## config.mk

```make
export PLATFORM = sky130hd
export DESIGN_NAME = seq_step_ctrl
export DESIGN_NICKNAME = d
export VERILOG_FILES = /design/src/rtl/seq_step_ctrl.sv
export SDC_FILE = /design/constraint.sdc
export NUM_CORES = 1
export LEC_CHECK = 0
export BUFFER_PORTS_ARGS = -buffer_cell sky130_fd_sc_hd__buf_4
export CELL_PAD_IN_SITES_DETAIL_PLACEMENT = 1
export CELL_PAD_IN_SITES_GLOBAL_PLACEMENT = 1
export CORE_MARGIN = 2
export CORE_UTILIZATION = 44
export CTS_BUF_LIST = sky130_fd_sc_hd__clkbuf_8
export CTS_CLUSTER_DIAMETER = 40
export DETAILED_ROUTE_END_ITERATION = 8
export GPL_TIMING_DRIVEN = 1
export PLACE_DENSITY = 0.78
export REMOVE_ABC_BUFFERS = 1
export SLEW_MARGIN = 0
export SYNTH_ARGS = -nofsm -noshare
export SYNTH_HDL_FRONTEND = slang
export SYNTH_SLANG_ARGS = --single-unit
```

## constraint.sdc

```tcl
create_clock -name clk -period 2.2 [get_ports clk]
set_input_delay 0.11 -clock clk [delete_from_list [all_inputs] [get_ports clk]]
set_output_delay 0.11 -clock clk [all_outputs]
set_load 0.05 [all_outputs]
```

## src/rtl/seq_step_ctrl.sv

```systemverilog
// seq_step_ctrl: button/time-base controller for the rotating one-hot sequencer.
// Macro SEQ_BOUNCE_EN enables ping-pong auto stepping in RUN.
//
// Ports:
//   clk, nrst        clock, async active-low reset
//   strobe           time-base tick (one-cycle pulse)
//   btn_left/right   one-cycle presses: step (IDLE) or aim (RUN)
//   btn_play         toggle auto-run
//   btn_clear        re-home the sequencer
//   period           strobes per auto step (0 acts as 1)
//   go_left/right    one-cycle step commands
//   srst             one-cycle re-home command
//   running          high in RUN
//   dir              0 = left, 1 = right
//   pos              shadow index of the lit bit
module seq_step_ctrl #(
    parameter int WIDTH    = 8,
    parameter int PERIOD_W = 8
) (
    input  logic                     clk,
    input  logic                     nrst,
    input  logic                     strobe,
    input  logic                     btn_left,
    input  logic                     btn_right,
    input  logic                     btn_play,
    input  logic                     btn_clear,
    input  logic [PERIOD_W-1:0]      period,
    output logic                     go_left,
    output logic                     go_right,
    output logic                     srst,
    output logic                     running,
    output logic                     dir,
    output logic [$clog2(WIDTH)-1:0] pos
);

    localparam int PW = $clog2(WIDTH);
    localparam logic [PW-1:0] PMAX = PW'(WIDTH - 1);

    typedef enum logic [1:0] {
        IDLE,
        RUN,
        CLEAR
    } state_t;

    state_t              state;
    logic [PERIOD_W-1:0] cnt;
    logic [PERIOD_W-1:0] per_m1;
    logic                fire;
    logic                wrap_l;
    logic                wrap_r;
    logic [PW-1:0]       pos_inc;
    logic [PW-1:0]       pos_dec;
    logic                auto_dir;
    logic                one_l;
    logic                one_r;

    // A period of 0 behaves like 1: step on every strobe.
    assign per_m1 = (period == '0) ? '0 : period - 1'b1;
    // >= so that shrinking the period below cnt fires on the next strobe.
    assign fire   = (cnt >= per_m1);

    assign wrap_l  = (pos == PMAX);
    assign wrap_r  = (pos == '0);
    assign pos_inc = wrap_l ? '0 : pos + 1'b1;
    assign pos_dec = wrap_r ? PMAX : pos - 1'b1;

    // Simultaneous left+right presses cancel each other.
    assign one_l = btn_left & ~btn_right;
    assign one_r = btn_right & ~btn_left;

`ifdef SEQ_BOUNCE_EN
    // Reverse instead of wrapping when an auto step hits the ring end.
    assign auto_dir = (dir ? wrap_r : wrap_l) ? ~dir : dir;
`else
    assign auto_dir = dir;
`endif

    always_ff @(posedge clk or negedge nrst) begin
        if (!nrst) begin
            state    <= IDLE;
            cnt      <= '0;
            go_left  <= 1'b0;
            go_right <= 1'b0;
            srst     <= 1'b0;
            running  <= 1'b0;
            dir      <= 1'b0;
            pos      <= PMAX;
        end else begin
            go_left  <= 1'b0;
            go_right <= 1'b0;
            srst     <= 1'b0;
            if (btn_clear && state != CLEAR) begin
                state   <= CLEAR;
                srst    <= 1'b1;
                pos     <= PMAX;
                cnt     <= '0;
                running <= 1'b0;
            end else begin
                case (state)
                    IDLE: begin
                        if (btn_play) begin
                            state   <= RUN;
                            running <= 1'b1;
                            cnt     <= '0;
                        end else if (one_l) begin
                            go_left <= 1'b1;
                            pos     <= pos_inc;
                            dir     <= 1'b0;
                        end else if (one_r) begin
                            go_right <= 1'b1;
                            pos      <= pos_dec;
                            dir      <= 1'b1;
                        end
                    end
                    RUN: begin
                        if (btn_play) begin
                            state   <= IDLE;
                            running <= 1'b0;
                            cnt     <= '0;
                        end else if (one_l) begin
                            dir <= 1'b0;
                        end else if (one_r) begin
                            dir <= 1'b1;
                        end else if (strobe) begin
                            if (fire) begin
                                cnt <= '0;
                                dir <= auto_dir;
                                if (auto_dir) begin
                                    go_right <= 1'b1;
                                    pos      <= pos_dec;
                                end else begin
                                    go_left <= 1'b1;
                                    pos     <= pos_inc;
                                end
                            end else if (cnt != '1) begin
                                cnt <= cnt + 1'b1;
                            end
                        end
                    end
                    CLEAR: begin
                        // Presses in this cycle are dropped.
                        state <= IDLE;
                    end
                    default: state <= IDLE;
                endcase
            end
        end
    end

endmodule
```

==> summary.md, run 1 <==
| Metric | Value |
|---|---|
| Status | finished, violations left |
| Failing checks | negative setup slack |
| Ratio of cells with drive above 1 in the final layout | 0.373 |
| Max-cap viol count | 0 |
| Synth Register Bits | 18 |
| CTS tree | yes |
| Die ar. | 3830 µm² |
| Crit path capture type | register |
| Core area | 3280 µm² |
| Internal | 0.000753 W |
| Die Height | between 60 and 70 µm |
| Slew margin rel. | 0.751 |
| First-pass GRT wire length | approximately 7000 µm |
| Diode count | 0 |
| CP cell instances | buf_8, inv_4, ha_4, nor2b_4, nand3b_1, or3_4, and2_4, ha_4, and3_4, o21ai_4, a311oi_4, nor4_4, buf_4, a21bo_4, mux2_4 |
| Tot Pwr | 0.00123 W |
| Peak supply drop | 0.318 mV |
| Clk_skew | 3.90 ps |
| CP max FO | 6 |
| I/O pins | 23 |
| Pre-CTS setup slack | -749 ps |
| Clk pwr share | 0.226 |
| Rows | 21 |
| Initial Util | 0.448 |
| Fraction of registers with async set/reset | 1.00 |
| Pin count of the biggest net entering global routing | 19 |
| Hpwl dp | 3020 µm |
| Total gr overflow | 0 |
| WP data required | 2350 ps |
| Syn Inst Count | between 150 and 200 |
| # port buffers | 22 |
| Final worst slack | -369 ps |
| DR WL/cell | approximately 17 µm |
| Root buffer cell | clkbuf_8 |
| Post-synthesis sequential area ratio | 0.308 |
| Via count | approximately 1400 |
| Leakage | about 0.94 nW |
| Fmax | between 300 and 400 MHz |
| Worst skew pair latency | 260 ps |
| Post-Syn Area | 1470 µm² |
| Final WL | 4400 µm |
| Area Overhead vs Synth | 39.4% |
| Synth area leaders | dfrtp_1 (25%), ha_1 (14%), a21oi_1 (6.5%) |
| Layout Utilization | 0.625 |
| Antenna violations before repair | 0 |
| HP Class | input pin to register |
| Clock sink count | 18 |
| Width of the die | slightly above 60 µm |
| Slew Viols, Final | 0 |
| Most frequent CP cell | ha_4 |
| DR iter-0 viols | 63 |
| Share of power burned in registers | 0.354 |
| RD Place Congestion | 0.840 |
| Area leader, netlist | dfrtp_1 |
| Worst EP arrival | about 2700 ps |
| Post-route ant nets | 0 |
| Clock-pin slew on the worst setup and hold paths | 70 ps |
| Tot GR Track Use | 0.256 |
| Nets@finish | about 250 |
| Switching part of the total | 0.387 |
| Pwr/cell area | 598 nW/µm² |
| Ys flop type | dfrtp_1 |
| Top-area cell type share of the netlist area | 0.255 |
| Vias per std cell | 5.46 |
| Top-count cell post-synth | a21oi_1 |
| Cell variety after synth | 44 |
| Yosys warns | 0 |
| Max stage delay on crit path | 400 ps |
| Worst hold slack | roughly 57 ps |
| Average cell area after synthesis | 8.93 µm² |
| Vias in the first global route | 1472 |
| RSZ-0062 raised after global routing | yes |
| Critical path's slowest cell | or3_4 |
| Clock buffer count from CTS | 3 |
| Switching power | around 0.00047 W |
| Final setup viols | 13 |
| Worst setup path category | input pin to register |
| Critical Path Source Type | input pin |
| Number of synthesized flops with an enable pin | 0 |
| Synth top cells by count | a21oi_1 (19), ha_1 (17), dfrtp_1 (15), inv_1 (15), nand2_1 (15) |
| First-pass DRT Iterations | 4 |
| Hold Violations, Final | 0 |
| Combinational Power Share | 0.420 |
| Final setup TNS | -4000 ps |
| Residual DRC | 0 |
| Slew @ Worst Pin | 374 ps |
| H-tree levels | 1 |
| Final period util | 1.17 |
| Minimum clock period | between 2000 and 3000 ps |
| Max clock buf depth | 2 |
==> kinds of logic (layout without fill, tap and decap cells) <==
| kind of cell | Yosys count | in the layout | share of synthesized area |
|---|---|---|---|
| AOI/OAI and AO/OA | 46 | 46 | 0.218 |
| muxes | 5 | 5 | 0.0374 |
| DFF | 18 | 18 | 0.308 |
| and+or+nand+nor | 55 | 55 | 0.206 |
| xor gates and xnor gates | 5 | 5 | 0.0297 |
| buffers and inverters | 18 | 65 | 0.0493 |
| adders and majority gates | 18 | 18 | 0.151 |
==> registers in the layout, indices dropped and copies added, names as in the netlist <==
name,count
srst,1
go_left,1
state,2
cnt,8
dir,1
go_right,1
pos,3
running,1
==> path summary, 6_finish.rpt <==
| path | from | to | slack, ps | depth (start not counted) |
|---|---|---|---|---|
| worst max-delay path | period[1] | cnt[0] | -370 | 15 |
| worst min-delay path | btn_clear | state[0] | 60 | 2 |
| worst max register to register | cnt[1] | cnt[0] | 60 | 8 |
| worst min register to register | pos[2] | pos[2] | 510 | 2 |
| max in group asynchronous | nrst | pos[1] | 1680 | 2 |
| min in group asynchronous | nrst | state[1] | 260 | 2 |
==> through the flow <==
stage	cells	cell area (µm²)
final	258	2050
after global routing	258	2050
after CTS	257	2030
after detailed placement	243	1780
after global placement	243	1780
after floorplan	162	1460
==> critical path: cells and delay by family <==
| family | cells | cell delay, ps |
|---|---|---|
| AO/OA/AOI/OAI | 3 | 560 |
| AND/OR/NAND/NOR | 6 | 1100 |
| multiplexers | 1 | 250 |
| buffers and inverters | 3 | 320 |
| adder cells (fa/ha/maj) | 2 | 370 |
==> routing by layer <==
metal  track usage  routed length (µm)  vias up
met4         0.152                 140        0
met2         0.453                2320       25
met5             0                   0        -
met3        0.0269                 104       12
met1         0.298                1830      691
li1              -                   -      680
==> repair_timing <==
action | 4_1_cts | 5_1_grt
endpoints found under the setup margin | 13 | 13
pin swaps | 17 | 9
resized for setup | 28 | 3
hold buffers | 1 | 0
hold endpoints to repair | 18 | 0
setup buffers | 10 | 1
==> power by group through the flow <==
stage               clock [W]  combinational [W]  sequential, W
global placement            0           0.000455       0.000435
detailed placement          0           0.000484       0.000438
CTS                  0.000282           0.000517       0.000433
floorplan                   0           0.000207       0.000548
finish               0.000278           0.000516       0.000434
global route         0.000301           0.000563       0.000443
==> layout by cell type, fill, tap and decap left out, types with 3 or more instances in the layout <==
cell type / synthesis / layout
a21oi_1: 19 / 17
a22o_1: 3 / 3
a41oi_1: 3 / 3
buf_4: 1 / 41
buf_6: 0 / 3
clkbuf_8: 0 / 4
dfrtp_1: 15 / 15
dfstp_2: 3 / 3
ha_1: 17 / 14
ha_4: 0 / 3
inv_1: 15 / 13
mux2i_1: 4 / 4
nand2_1: 15 / 15
nor2_1: 11 / 11
nor2b_1: 6 / 4
nor3_1: 4 / 4
o21ai_0: 7 / 4
xor2_1: 3 / 3
==> area by class of cell <==
cell class	instances	area (µm²)
Multi-Input combinational cell	129	1060
Fill cell	388	1230
Inverter	15	61.3
Clock buffer	4	55.1
Tap cell	46	57.6
Sequential cell	18	454
Timing Repair Buffer	46	367
Note: power is estimated with default switching activity, not from simulation.
==> run 2: changes to the inputs <==
--- a/config.mk
+++ b/config.mk
@@ -9,12 +9,12 @@
 export CELL_PAD_IN_SITES_DETAIL_PLACEMENT = 1
 export CELL_PAD_IN_SITES_GLOBAL_PLACEMENT = 1
 export CORE_MARGIN = 2
-export CORE_UTILIZATION = 44
+export CORE_UTILIZATION = 40
 export CTS_BUF_LIST = sky130_fd_sc_hd__clkbuf_8
 export CTS_CLUSTER_DIAMETER = 40
 export DETAILED_ROUTE_END_ITERATION = 8
 export GPL_TIMING_DRIVEN = 1
-export PLACE_DENSITY = 0.78
+export PLACE_DENSITY = 0.75
 export REMOVE_ABC_BUFFERS = 1
 export SLEW_MARGIN = 0
 export SYNTH_ARGS = -nofsm -noshare
==> constraint.sdc (replaced) <==
create_clock -name clk -period 2.3 [get_ports clk]
set_input_delay 0.115 -clock clk [delete_from_list [all_inputs] [get_ports clk]]
set_output_delay 0.115 -clock clk [all_outputs]
set_load 0.05 [all_outputs]
==> summary.md, run 2 (same netlist as run 1, synthesis figures left out) <==
| Metric | Value |
|---|---|
| Pwr/cell area | 580 nW/µm² |
| # port buffers | 22 |
| Root buffer cell | clkbuf_8 |
| Critical Path Source Type | input pin |
| Rows | 22 |
| Tot GR Track Use | 0.224 |
| Design Area, Final | 2030 µm² |
| Slew margin rel. | 0.702 |
| Nets@finish | roughly 250 |
| Multi-input logic area | 1020 µm² |
| Final setup viols | 13 |
| Placed cell area | approximately 1800 µm² |
| RD Place Congestion | 0.878 |
| HP Class | input pin to register |
| Worst setup path category | input pin to register |
| Area Overhead vs Synth | 38.0% |
| First-pass DRT Iterations | 4 |
| Final worst slack | -326 ps |
| Failing checks | negative setup slack |
| Die Height | 64.7 µm |
| Initial Util | 0.408 |
| Max-cap viol count | 0 |
| Max clock buf depth | 2 |
| Residual DRC | 0 |
| Antenna violations before repair | 0 |
| Leakage | about 0.93 nW |
| Core area | 3610 µm² |
| Crit path capture type | register |
| Pin count of the biggest net entering global routing | 19 |
| CTS tree | yes |
| Minimum clock period | 2630 ps |
| Final period util | 1.14 |
| Layout Utilization | 0.563 |
| Slew Viols, Final | 0 |
| Clock sink count | 18 |
| Status | finished, violations left |
| Hpwl dp | 3170 µm |
| Clk_skew | roughly 5.8 ps |
| Worst skew pair latency | 260 ps |
| Clock buffer count from CTS | 3 |
| Peak supply drop | 0.263 mV |
| Commonest cells after routing, fill and taps aside | buf_4 (42), a21oi_1 (16), nand2_1 (15), ha_1 (15), dfrtp_1 (15) |
| Ratio of cells with drive above 1 in the final layout | 0.380 |
| Width of the die | between 60 and 70 µm |
| H-tree levels | 1 |
| Fillers | 430 |
| Hold Violations, Final | 0 |
| DR WL/cell | 17.3 µm |
| Final WL | roughly 4500 µm |
| Worst EP arrival | 2780 ps |
| Vias in the first global route | 1521 |
| Clock-pin slew on the worst setup and hold paths | around 80 ps |
| Max FFs per register | 8 |
| Die ar. | 4180 µm² |
| I/O pins | 23 |
| Largest register by flop count | cnt |
| Final setup TNS | -2810 ps |
| DR iter-0 viols | 51 |
| Slew @ Worst Pin | 443 ps |
| Commonest non-fill, non-tap cell in the layout | buf_4 |
| Post-route ant nets | 0 |
| Tot Pwr | 0.00118 W |
| Via count | 1421 |
| First-pass GRT wire length | 7180 µm |
| Regs by FF count | cnt x8, pos x3, state x2 |
| RSZ-0062 raised after global routing | yes |
| Diode count | 0 |
| CP max FO | 7 |
| Register area | 454 µm² |
| Vias per std cell | 5.44 |
| WP data required | about 2500 ps |
| Fmax | 381 MHz |
| Total gr overflow | 0 |
==> run 2: cell types whose count changed in the layout (fill, tap and decap cells not counted), moves of 2 or more <==
cell	delta
nor3_1	-2
nor3_2	+2
o21ai_0	+2
o21ai_1	-2
==> run 2: layer usage <==
metal	routed length (µm)	vias up	global-route usage	part of all wire
met1	1710	698	0.254	0.38
met4	31	0	0.0505	0.0068
met3	142	4	0.0330	0.031
li1	-	683	-	-
met2	2650	36	0.439	0.59
met5	0	-	0	0
==> run 2: worst max-delay path, cell delays in order <==
cell,delay [ps]
buf_8,100
inv_6,50
ha_4,120
nor2b_4,130
nand3b_1,110
or3_4,380
and2_4,160
ha_4,250
and3_4,170
o21ai_2,60
a311oi_2,400
nor4_4,90
buf_4,170
a21bo_2,200
mux2_4,250
==> run 2: worst paths after layout <==
kind / from / to / slack [ps] / cells after the start
max in group asynchronous: nrst / pos[2] / 1770 / 2
worst min-delay path: btn_clear / state[0] / 60 / 2
worst max-delay path: period[0] / cnt[0] / -330 / 15
min in group asynchronous: nrst / cnt[1] / 250 / 2
worst min register to register: pos[2] / pos[2] / 500 / 2
worst max register to register: cnt[2] / cnt[0] / 0 / 8
==> run 2: final cells by class <==
class	instances	share of cell area
multi-input combinational	129	0.502
sequential	18	0.224
tap	48	0.0296
inverter	15	0.0314
timing repair buffer	47	0.186
clock buffer	4	0.0271
==> run 2: report_power, final <==
group | internal [W] | switching [W]
Combinational | 0.000196 | 0.000288
Clock | 0.000152 | 0.000123
Sequential | 0.000368 | 0.0000512
==> run 2: stage by stage <==
stage	hold slack, ps	std cells	worst slack, ps
after floorplan	-181	162	-373
after detailed placement	6.49	246	-677
after global placement	-2.24	246	-463
after global routing	59.6	261	-416
final	60.1	261	-326
after CTS	63.8	260	-239
==> run 2: timing repair <==
action,CTS,global route
endpoints found under the hold margin,18,0
setup endpoints to repair,13,13
gates resized for setup,23,5
pin swaps,16,11
setup buffers,9,3
hold buffers,1,0
==> run 3: changes to the inputs <==
--- a/config.mk
+++ b/config.mk
@@ -8,7 +8,7 @@
 export BUFFER_PORTS_ARGS = -buffer_cell sky130_fd_sc_hd__buf_4
 export CELL_PAD_IN_SITES_DETAIL_PLACEMENT = 1
 export CELL_PAD_IN_SITES_GLOBAL_PLACEMENT = 1
-export CORE_MARGIN = 2
+export CORE_MARGIN = 1
 export CORE_UTILIZATION = 40
 export CTS_BUF_LIST = sky130_fd_sc_hd__clkbuf_8
 export CTS_CLUSTER_DIAMETER = 40
==> summary.md, run 3 (same netlist as run 1, synthesis figures left out) <==
| Metric | Value |
|---|---|
| Worst setup path category | input pin to register |
| RSZ-0062 raised after global routing | yes |
| Combinational Power Share | 0.420 |
| Pwr/cell area | 576 nW/µm² |
| Final setup viols | 13 |
| Critical Path Source Type | input pin |
| Max clock buf depth | 2 |
| I/O pins | 23 |
| Nets@finish | 246 |
| Clk pwr share | 0.225 |
| Tot Pwr | 0.00117 W |
| Commonest cells after routing, fill and taps aside | buf_4 (43), a21oi_1 (16), nand2_1 (15), ha_1 (15), dfrtp_1 (15) |
| Worst EP arrival | 2730 ps |
| Rows | 21 |
| Slew Viols, Final | 0 |
| Share of power burned in registers | 0.356 |
| Root buffer cell | clkbuf_8 |
| Worst skew pair latency | 250 ps |
| # port buffers | 22 |
| Area Overhead vs Synth | 38.0% |
| Status | finished, violations left |
| Diode count | 0 |
| Clock buffer count from CTS | 3 |
| Slew margin rel. | 0.756 |
| Die ar. | 3930 µm² |
| Switching power | roughly 0.00045 W |
| Width of the die | 62.7 µm |
| Max-cap viol count | 0 |
| Post-route ant nets | 0 |
| RD Place Congestion | between 0.8 and 0.9 |
| Fmax | 386 MHz |
| GR Util met2 | 0.439 |
| Max FFs per register | 8 |
| Leakage | ~0.93 nW |
| First-pass GRT wire length | 6920 µm |
| WP data required | 2440 ps |
| Internal | a little over 0.0007 W |
| DR iter-0 viols | 40 |
| Switching part of the total | 0.386 |
| Busiest grt layer | met2 |
| Commonest non-fill, non-tap cell in the layout | buf_4 |
| Minimum clock period | approximately 2600 ps |
| Finished Layout Cells | 259 |
| Residual DRC | 0 |
| Final period util | 1.12 |
| Met1 usage | 0.241 |
| Worst hold slack | 64.5 ps |
| Hold Violations, Final | 0 |
| Core area | 3440 µm² |
| Crit path capture type | register |
| Placed cell area | between 1500 and 2000 µm² |
| Design Area, Final | between 2000 and 2500 µm² |
| Die Height | 62.7 µm |
| Via count | roughly 1400 |
| Slew @ Worst Pin | 366 ps |
| Total gr overflow | 0 |
| Failing checks | negative setup slack |
| DR WL/cell | 16.2 µm |
| Initial Util | 0.428 |
| First-pass DRT Iterations | 4 |
| Tot GR Track Use | 0.224 |
| CP max FO | 5 |
| H-tree levels | 1 |
| Largest register by flop count | cnt |
| Regs by FF count | cnt x8, pos x3, state x2 |
| Final worst slack | -287 ps |
| HP Class | input pin to register |
| DP Cell Count | 247 |
| Clock-pin slew on the worst setup and hold paths | 70 ps |
| CTS tree | yes |
| Ratio of cells with drive above 1 in the final layout | 0.380 |
| Vias per std cell | 5.51 |
| Clock sink count | 18 |
| Antenna violations before repair | 0 |
| Clk_skew | 1.98 ps |
| Layout Utilization | 0.590 |
| Final WL | about 4200 µm |
| Hpwl dp | 2950 µm |
| Vias in the first global route | between 1500 and 2000 |
| Pin count of the biggest net entering global routing | 19 |
| Met3 usage | 0.0292 |
| Peak supply drop | 0.213 mV |
run 3: cell counts in the layout (fill, tap and decap cells not counted):
Identical to the previous run, type by type.
run 3: area by class of cell:
type	instances	area [µm²]
Inverter	15	63.8
Fill cell	403	1410
Tap cell	46	57.6
Timing Repair Buffer	47	374
Multi-Input combinational cell	129	1030
Sequential cell	18	454
Clock buffer	4	55.1
run 3: stage by stage:
step / TNS (ps) / setup slack [ps]
2_1_floorplan: -3580 / -373
3_3_place_gp: -5640 / -502
3_5_place_dp: -7250 / -612
4_1_cts: -1490 / -241
5_1_grt: -3450 / -363
6_report: -2010 / -287
run 3: critical path, cell delays in order:
cell	delay, ps
buf_8	100
inv_4	50
ha_4	120
nor2b_4	130
nand3b_1	100
or3_4	410
and2_4	160
ha_4	250
and3_4	170
o21ai_2	60
a311oi_2	330
nor4_4	90
buf_4	170
a21bo_4	210
mux2_4	250
run 3: per-layer routing:
layer / vias to the layer above / share of wire
li1: 686 / -
met1: 704 / 0.42
met2: 29 / 0.54
met3: 8 / 0.026
met4: 0 / 0.017
met5: - / 0
run 3: path summary, 6_finish.rpt:
path	endpoint	slack (ps)	depth (start not counted)	from
min in group asynchronous	go_right	260	2	nrst
max	cnt[0]	-290	15	period[1]
max in group asynchronous	pos[2]	1780	2	nrst
max reg2reg	cnt[0]	50	9	cnt[0]
min	state[0]	60	2	btn_clear
min reg2reg	pos[2]	510	2	pos[2]
run 3: power groups by stage:
stage	clock network, W	logic, W	registers [W]
floorplan	0	0.000198	0.000524
global placement	0	0.000437	0.000416
detailed placement	0	0.000458	0.000420
CTS	0.000267	0.000482	0.000416
global route	0.000276	0.000536	0.000423
finish	0.000263	0.000491	0.000416
run 3: timing repair:
item / in CTS / in global routing
pin swaps: 17 / 5
setup buffers: 4 / 4
cloned: 0 / 0
endpoints found under the setup margin: 13 / 13
endpoints found under the hold margin: 18 / 0
gates resized for setup: 20 / 8
hold buffers: 1 / 0
